[src/rtl/clk_pkg.sv]
// rtl/clk_pkg.sv - shared state encoding, field select codes and BCD limits for the clock
package clk_pkg;

    typedef enum logic [1:0] {
        RUN   = 2'd0,
        SET_H = 2'd1,
        SET_M = 2'd2,
        SET_S = 2'd3
    } state_t;

    localparam logic [1:0] SEL_NONE = 2'd0;
    localparam logic [1:0] SEL_HOUR = 2'd1;
    localparam logic [1:0] SEL_MIN  = 2'd2;
    localparam logic [1:0] SEL_SEC  = 2'd3;

    localparam logic [7:0] BCD_HOUR_MAX = 8'h23;
    localparam logic [7:0] BCD_MS_MAX   = 8'h59;

endpackage

[src/rtl/bcd_step.sv]
// rtl/bcd_step.sv - combinational two-digit BCD +/-1 with wrap at a programmable maximum
module bcd_step (
    input  logic [7:0] value,
    input  logic [7:0] max,
    input  logic       dec,
    output logic [7:0] result
);

    always_comb begin
        result = value;
        if (dec) begin
            if (value == 8'h00)
                result = max;
            else if (value[3:0] == 4'h0)
                result = {value[7:4] - 4'h1, 4'h9};
            else
                result = {value[7:4], value[3:0] - 4'h1};
        end else begin
            if (value == max)
                result = 8'h00;
            else if (value[3:0] == 4'h9)
                result = {value[7:4] + 4'h1, 4'h0};
            else
                result = {value[7:4], value[3:0] + 4'h1};
        end
    end

endmodule

[src/rtl/clock_time_set.sv]
// rtl/clock_time_set.sv - time-setting controller driving the BCD counters' load/data/enable
// Optional decrement key enabled by defining TIME_SET_DEC_EN.
module clock_time_set
    import clk_pkg::*;
#(
    parameter logic [7:0] HOUR_MAX = BCD_HOUR_MAX,
    parameter logic [7:0] MS_MAX   = BCD_MS_MAX
) (
    input  logic       clk,
    input  logic       rst_n,
    input  logic       key_mode,
    input  logic       key_inc,
`ifdef TIME_SET_DEC_EN
    input  logic       key_dec,
`endif
    input  logic [7:0] cur_hour,
    input  logic [7:0] cur_min,
    input  logic [7:0] cur_sec,
    output logic       run_en,
    output logic       load_h,
    output logic       load_m,
    output logic       load_s,
    output logic [7:0] hour_data,
    output logic [7:0] min_data,
    output logic [7:0] sec_data,
    output logic [1:0] sel
);

    state_t     state;
    logic       step_inc;
    logic       step_dec;
    logic       step;
    logic [7:0] step_in;
    logic [7:0] step_max;
    logic [7:0] step_out;

`ifdef TIME_SET_DEC_EN
    // Simultaneous inc and dec cancel each other out.
    assign step_inc = key_inc & ~key_dec;
    assign step_dec = key_dec & ~key_inc;
`else
    assign step_inc = key_inc;
    assign step_dec = 1'b0;
`endif

    assign step   = (state != RUN) && !key_mode && (step_inc || step_dec);
    assign run_en = (state == RUN) && !key_mode;

    always_comb begin
        step_in  = hour_data;
        step_max = HOUR_MAX;
        case (state)
            SET_M:   begin step_in = min_data; step_max = MS_MAX; end
            SET_S:   begin step_in = sec_data; step_max = MS_MAX; end
            default: begin step_in = hour_data; step_max = HOUR_MAX; end
        endcase
    end

    bcd_step u_bcd_step (
        .value  (step_in),
        .max    (step_max),
        .dec    (step_dec),
        .result (step_out)
    );

    always_ff @(posedge clk or negedge rst_n) begin
        if (!rst_n) begin
            state     <= RUN;
            sel       <= SEL_NONE;
            load_h    <= 1'b0;
            load_m    <= 1'b0;
            load_s    <= 1'b0;
            hour_data <= 8'h00;
            min_data  <= 8'h00;
            sec_data  <= 8'h00;
        end else begin
            load_h <= 1'b0;
            load_m <= 1'b0;
            load_s <= 1'b0;
            if (key_mode) begin
                case (state)
                    RUN: begin
                        state     <= SET_H;
                        sel       <= SEL_HOUR;
                        hour_data <= cur_hour;
                        min_data  <= cur_min;
                        sec_data  <= cur_sec;
                    end
                    SET_H: begin
                        state <= SET_M;
                        sel   <= SEL_MIN;
                    end
                    SET_M: begin
                        state <= SET_S;
                        sel   <= SEL_SEC;
                    end
                    SET_S: begin
                        state  <= RUN;
                        sel    <= SEL_NONE;
                        load_h <= 1'b1;
                        load_m <= 1'b1;
                        load_s <= 1'b1;
                    end
                endcase
            end else if (step) begin
                case (state)
                    SET_H:   hour_data <= step_out;
                    SET_M:   min_data  <= step_out;
                    SET_S:   sec_data  <= step_out;
                    default: ;
                endcase
            end
        end
    end

endmodule

[config.mk]
export PLATFORM = sky130hd
export DESIGN_NAME = clock_time_set
export DESIGN_NICKNAME = d
export VERILOG_FILES = /design/src/rtl/clk_pkg.sv /design/src/rtl/bcd_step.sv /design/src/rtl/clock_time_set.sv
export SDC_FILE = /design/constraint.sdc
export NUM_CORES = 1
export LEC_CHECK = 0
export CORE_UTILIZATION = 35
export CTS_BUF_LIST = sky130_fd_sc_hd__clkbuf_8
export DETAILED_ROUTE_END_ITERATION = 8
export PLACE_DENSITY = 0.67
export REMOVE_ABC_BUFFERS = 1
export SKIP_LAST_GASP = 1
export SYNTH_ARGS = -nofsm -noshare
export SYNTH_HDL_FRONTEND = slang
export SYNTH_HIERARCHICAL = 1
export SYNTH_SLANG_ARGS = --single-unit
export TNS_END_PERCENT = 100
[constraint.sdc]
create_clock -name clk -period 7.2 [get_ports clk]
set_input_delay 2.16 -clock clk [delete_from_list [all_inputs] [get_ports clk]]
set_output_delay 2.16 -clock clk [all_outputs]
set_load 0.05 [all_outputs]
# Yosys cells after proc, flatten, opt, wreduce, memory -nomap -nowiden
# Cells that the tools add are included.
# classes
n_reduce_logical	14
n_eq_ne	6
n_mux	19
n_addsub	2
# op_table
op	count
2-to-1 mux 8 bit	14
one-hot mux 8 bit (2 select lines)	1
nonzero test 2 bit	5
AND reduction 3 bit	3
adder 4 x 1 -> 4 bit (second input constant)	2
equality test 8 x 7 -> 1 bit	1
one-hot mux 2 bit (4 select lines)	1
2-to-1 mux 7 bit	1
equality test 2 bit (second input constant)	2
equality test 4 bit (second input constant)	1
logical AND 1 bit	3
equality test 2 x 1 -> 1 bit (second input constant)	1
logical NOT 2 bit	1
2-to-1 mux 1 bit	2
inequality test 2 x 1 -> 1 bit (second input constant)	1
OR reduction 2 bit	1
logical NOT 1 bit	1
# word_totals
ff_bits	27
in_bits	28
wordCells	46
out_inout_bits	30

# Logic depth before layout (Yosys ltp)
# depth
depth_word	8
mapped_depth	16
depth_no_buf	14

# Modules after synthesis
# Netlist, hierarchy kept.
# by_module_without_submodules
mod	seq_area_each_um2	n_inst	cells_per_inst	area_per_inst_um2
clock_time_set	675.6	1	161	1519.0
bcd_step	0.0	1	87	649.4

# Worst setup path after synthesis
# Ideal clock, no wire load.
# synth_timing
path_type	input to output
startpoint	input port key_mode
endpoint	output port run_en
cell_stages	3
required_time_ns	5.040
setup_slack_ns	1.886
n_path_buf	2
arrival_ns	3.154
cell_sequence	buf_2 -> buf_2 -> nor2b_1
# synth_via
elab_chain_cells	2
# synth_rtl
item	line_no	rtl
start: declaration	clock_time_set.sv:11	input logic key_mode,
logical NOT 1 bit	clock_time_set.sv:47	assign run_en = (state == RUN) && !key_mode;
logical AND 1 bit	clock_time_set.sv:47	
end: declaration	clock_time_set.sv:19	output logic run_en,
# No other way between the ends.

# Worst setup path after layout
# Ends and elaborated chain as after synthesis.

==> metrics.md <==
| Metric | Value |
|---|---|
| Filler-free cell count of the finished design | `383` |
| Post-synth EDFFs | `0` |
| Die boundary height | `80.7 um` |
| Combined area of all synthesized cells | `0.00217 mm2` |
| Crit path max fanout | `2` |
| Status | `complete, no violations` |
| Final setup violation count | `0` |
| Worst setup path class | `in2out` |
| Total Negative Setup Slacks | `0 ps` |
| Standard cell with the maximum stage delay on the critical path | `sky130_fd_sc_hd__clkdlybuf4s50_1` |
| Number of nets in the layout | `348` |
| Area inside the core boundary | `0.00596 mm2` |
| Count of routing violations after the opening detailed-route iteration | `83` |
| Total die area | `0.00651 mm2` |
| Proportion of layout cells with a drive suffix above 1 | `0.136` |
| RSZ-0062 raised after global routing | `no` |
| Vias | `1897` |
| Clk pin slew, worst setup/hold paths | `90 ps` |
| Buffers and inverters on the worst path | `2` |
| IO Count | `58` |
| Instance count on the critical path | `3` |
| FFs w/ async S/R, synth | `1.00` |
| Worst hold slack | `547 ps` |
| CP startpoint | `key_mode` |
| Buffers added on ports | `57` |
| End of the worst register-to-register path | `hour_data[5]$_DFFE_PN0P_` |
| Number of H-tree levels | `1` |
| Worst-Skew Late Latency | `270 ps` |
| Arrival time at the worst endpoint | `3500 ps` |
| Maximum root-to-sink buffer count | `2` |
| Final-report hold violation count | `0` |
| Filler instances | `599` |
| Number of buffers inserted for hold repair after clock tree synthesis | `0` |
| Total count of max-transition violations in the final report | `0` |
| Setup slack on the worst flop-to-flop path | `3630 ps` |
| Setup crit start kind | `primary input` |
| Hold crit path type | `reg2reg` |
| Startpoint of the most critical register-to-register path | `state[0]$_DFFE_PN0P_` |
| Yosys cell types | `50` |
| Antenna fix cells | `0` |
| Delay of the slowest critical-path stage | `800 ps` |
| Placed cells | `379` |
| Cell count after synthesis | `248` |
| Tot GR Track Use | `0.173` |
| Half-perimeter wire length of the detailed placement result | `3900 um` |
| Warnings from Yosys | `6` |
| Wire per inst | `13.8 um` |
| Final Critical Period | `5660 ps` |
| Prevailing post-synth register cell | `sky130_fd_sc_hd__dfrtp_1` |
| Clock tree from TritonCTS | `built` |
| GR Overflow Total | `0` |
| Weighted congestion reported at the end of routability-driven placement | `0.846` |
| Slew at the pin with the worst max-slew slack | `678 ps` |
| Initial standard-cell utilization of the core | `0.364` |
| Kind of cell adding the most delay to the critical path | `buffers and inverters` |
| Register bit total from synthesis | `27` |
| Slew headroom | `0.545` |
| Global-route wire length before repair | `8720 um` |
| Chip Width | `80.7 um` |
| Critical Path End Type | `output pin` |
| Pin count of the biggest net entering global routing | `40` |
| Number of optimization iterations in the first detailed-route pass | `4` |
| Sink count of the clock tree | `27` |
| Post-CTS Setup Inserts | `0` |
| Destination of the critical timing path | `run_en` |
| Worst endpoint required time | `5040 ps` |
| Final clock skew | `4.96 ps` |
| Number of global-route vias before repair | `1889` |
| Avg Cell Area, Syn | `8.74 um2` |
| Area growth syn-to-layout | `31.2%` |
| Number of gates resized after CTS | `0` |
| Drt total wl | `5280 um` |
| Cell at the root of the clock tree | `sky130_fd_sc_hd__clkbuf_8` |
| Worst Reg-to-Reg Cells | `12` |
| Cell mode on critical path | `sky130_fd_sc_hd__clkdlybuf4s50_1` |
| Detailed-route DRC error count | `0` |
| Count of max-cap constraint violations | `0` |
| Antenna Violating Nets Remaining | `0` |
| Ordered list of cells on the worst path | `clkdlybuf4s50_1 > nor2b_1 > clkdlybuf4s50_1` |
| Top achievable clock speed | `177 MHz` |
| Share of the clock period used by the worst path | `0.786` |
| Number of clock buffers inserted by TritonCTS | `3` |
| Drt via density | `4.95` |
| # rows | `28` |
| Sequential element share of the synthesized area | `0.312` |
| Number of antenna violations at the first check in global routing | `0` |
==> sequential cells by signal, summed over array words and instances (netlist names) <==
register and cells:
sec_data 8, state 2, load_s 1, min_data 8, hour_data 8
==> kinds of logic (layout without fill, tap and decap cells) <==
family                     Yosys count  in the layout  synth area share
DFF                                 27             27             0.312
other                                2             14           0.00346
xor gates and xnor gates            12             12            0.0485
and+or+nand+nor                    102            102             0.228
AOI/OAI and AO/OA                   44             44             0.152
adders and majority gates           11             11            0.0635
buffers and inverters               24             72            0.0583
muxes                               26             26             0.134
==> metrics by stage <==
stage	utilization	cell area (um2)	setup slack, ps
final	0.478	2850	1540
after global routing	0.478	2850	1470
after CTS	0.478	2850	1530
after detailed placement	0.470	2800	1520
after global placement	0.470	2800	1520
after floorplan	-	2120	2190
==> area by class of cell <==
class | instances | area, um2 | area share
Clock buffer | 3 | 41.3 | 0.0145
Clock inverter | 1 | 3.75 | 0.00132
Inverter | 9 | 33.8 | 0.0119
Multi-Input combinational cell | 209 | 1410 | 0.496
Sequential cell | 27 | 676 | 0.237
Tap cell | 75 | 93.8 | 0.0330
Timing Repair Buffer | 59 | 586 | 0.206
==> metal layers <==
metal	GRT usage	vias up	part of all wire
met5	0	-	0
met4	0.0339	0	0.0061
met3	0.0216	4	0.033
met2	0.300	38	0.48
met1	0.229	905	0.48
li1	-	950	-
==> worst min path at each step <==
| stage | start | endpoint | slack [ps] | depth (start not counted) |
|---|---|---|---|---|
| after floorplan | min_data[6]$_DFFE_PN0P_ | min_data[6]$_DFFE_PN0P_ | 850 | 1 |
| after global placement | min_data[6]$_DFFE_PN0P_ | min_data[6]$_DFFE_PN0P_ | 520 | 1 |
| after detailed placement | hour_data[0]$_DFFE_PN0P_ | hour_data[0]$_DFFE_PN0P_ | 520 | 1 |
| after CTS | hour_data[0]$_DFFE_PN0P_ | hour_data[0]$_DFFE_PN0P_ | 540 | 1 |
| after global routing | min_data[6]$_DFFE_PN0P_ | min_data[6]$_DFFE_PN0P_ | 570 | 1 |
| final | min_data[7]$_DFFE_PN0P_ | min_data[7]$_DFFE_PN0P_ | 550 | 1 |
==> synthesized netlist by cell type (2+ instances only) <==
master,count,share of area
sky130_fd_sc_hd__nand2_1,71,0.12
sky130_fd_sc_hd__dfrtp_1,27,0.31
sky130_fd_sc_hd__mux2_2,23,0.12
sky130_fd_sc_hd__ha_1,11,0.063
sky130_fd_sc_hd__nand2b_1,10,0.029
sky130_fd_sc_hd__a22oi_1,9,0.031
sky130_fd_sc_hd__inv_1,9,0.016
sky130_fd_sc_hd__xnor2_1,9,0.036
sky130_fd_sc_hd__buf_2,8,0.018
sky130_fd_sc_hd__a21oi_1,7,0.016
sky130_fd_sc_hd__o21ai_0,7,0.016
sky130_fd_sc_hd__nand4_1,4,0.012
sky130_fd_sc_hd__buf_4,3,0.010
sky130_fd_sc_hd__o22ai_1,3,0.0087
sky130_fd_sc_hd__xor2_1,3,0.012
sky130_fd_sc_hd__a21oi_2,2,0.0081
sky130_fd_sc_hd__buf_6,2,0.010
sky130_fd_sc_hd__conb_1,2,0.0035
sky130_fd_sc_hd__mux2_1,2,0.010
sky130_fd_sc_hd__nand3_1,2,0.0046
sky130_fd_sc_hd__nor2_1,2,0.0035
sky130_fd_sc_hd__o21ai_1,2,0.0046
sky130_fd_sc_hd__o31ai_1,2,0.0069
sky130_fd_sc_hd__or3b_4,2,0.010
==> cell usage in the layout (no fill, tap or decap), types with 3 or more instances in the layout <==
cell type and n:
sky130_fd_sc_hd__nand2_1 71, sky130_fd_sc_hd__clkdlybuf4s50_1 57, sky130_fd_sc_hd__dfrtp_1 27, sky130_fd_sc_hd__mux2_2 23
sky130_fd_sc_hd__conb_1 14, sky130_fd_sc_hd__ha_1 11, sky130_fd_sc_hd__inv_1 10, sky130_fd_sc_hd__nand2b_1 10
sky130_fd_sc_hd__a22oi_1 9, sky130_fd_sc_hd__xnor2_1 9, sky130_fd_sc_hd__o21ai_0 7, sky130_fd_sc_hd__a21oi_1 7
sky130_fd_sc_hd__nand4_1 4, sky130_fd_sc_hd__clkbuf_8 3, sky130_fd_sc_hd__xor2_1 3, sky130_fd_sc_hd__o22ai_1 3
Power is not shown: default switching activity piles up to over one toggle a cycle in this logic, so the estimate is an artifact.
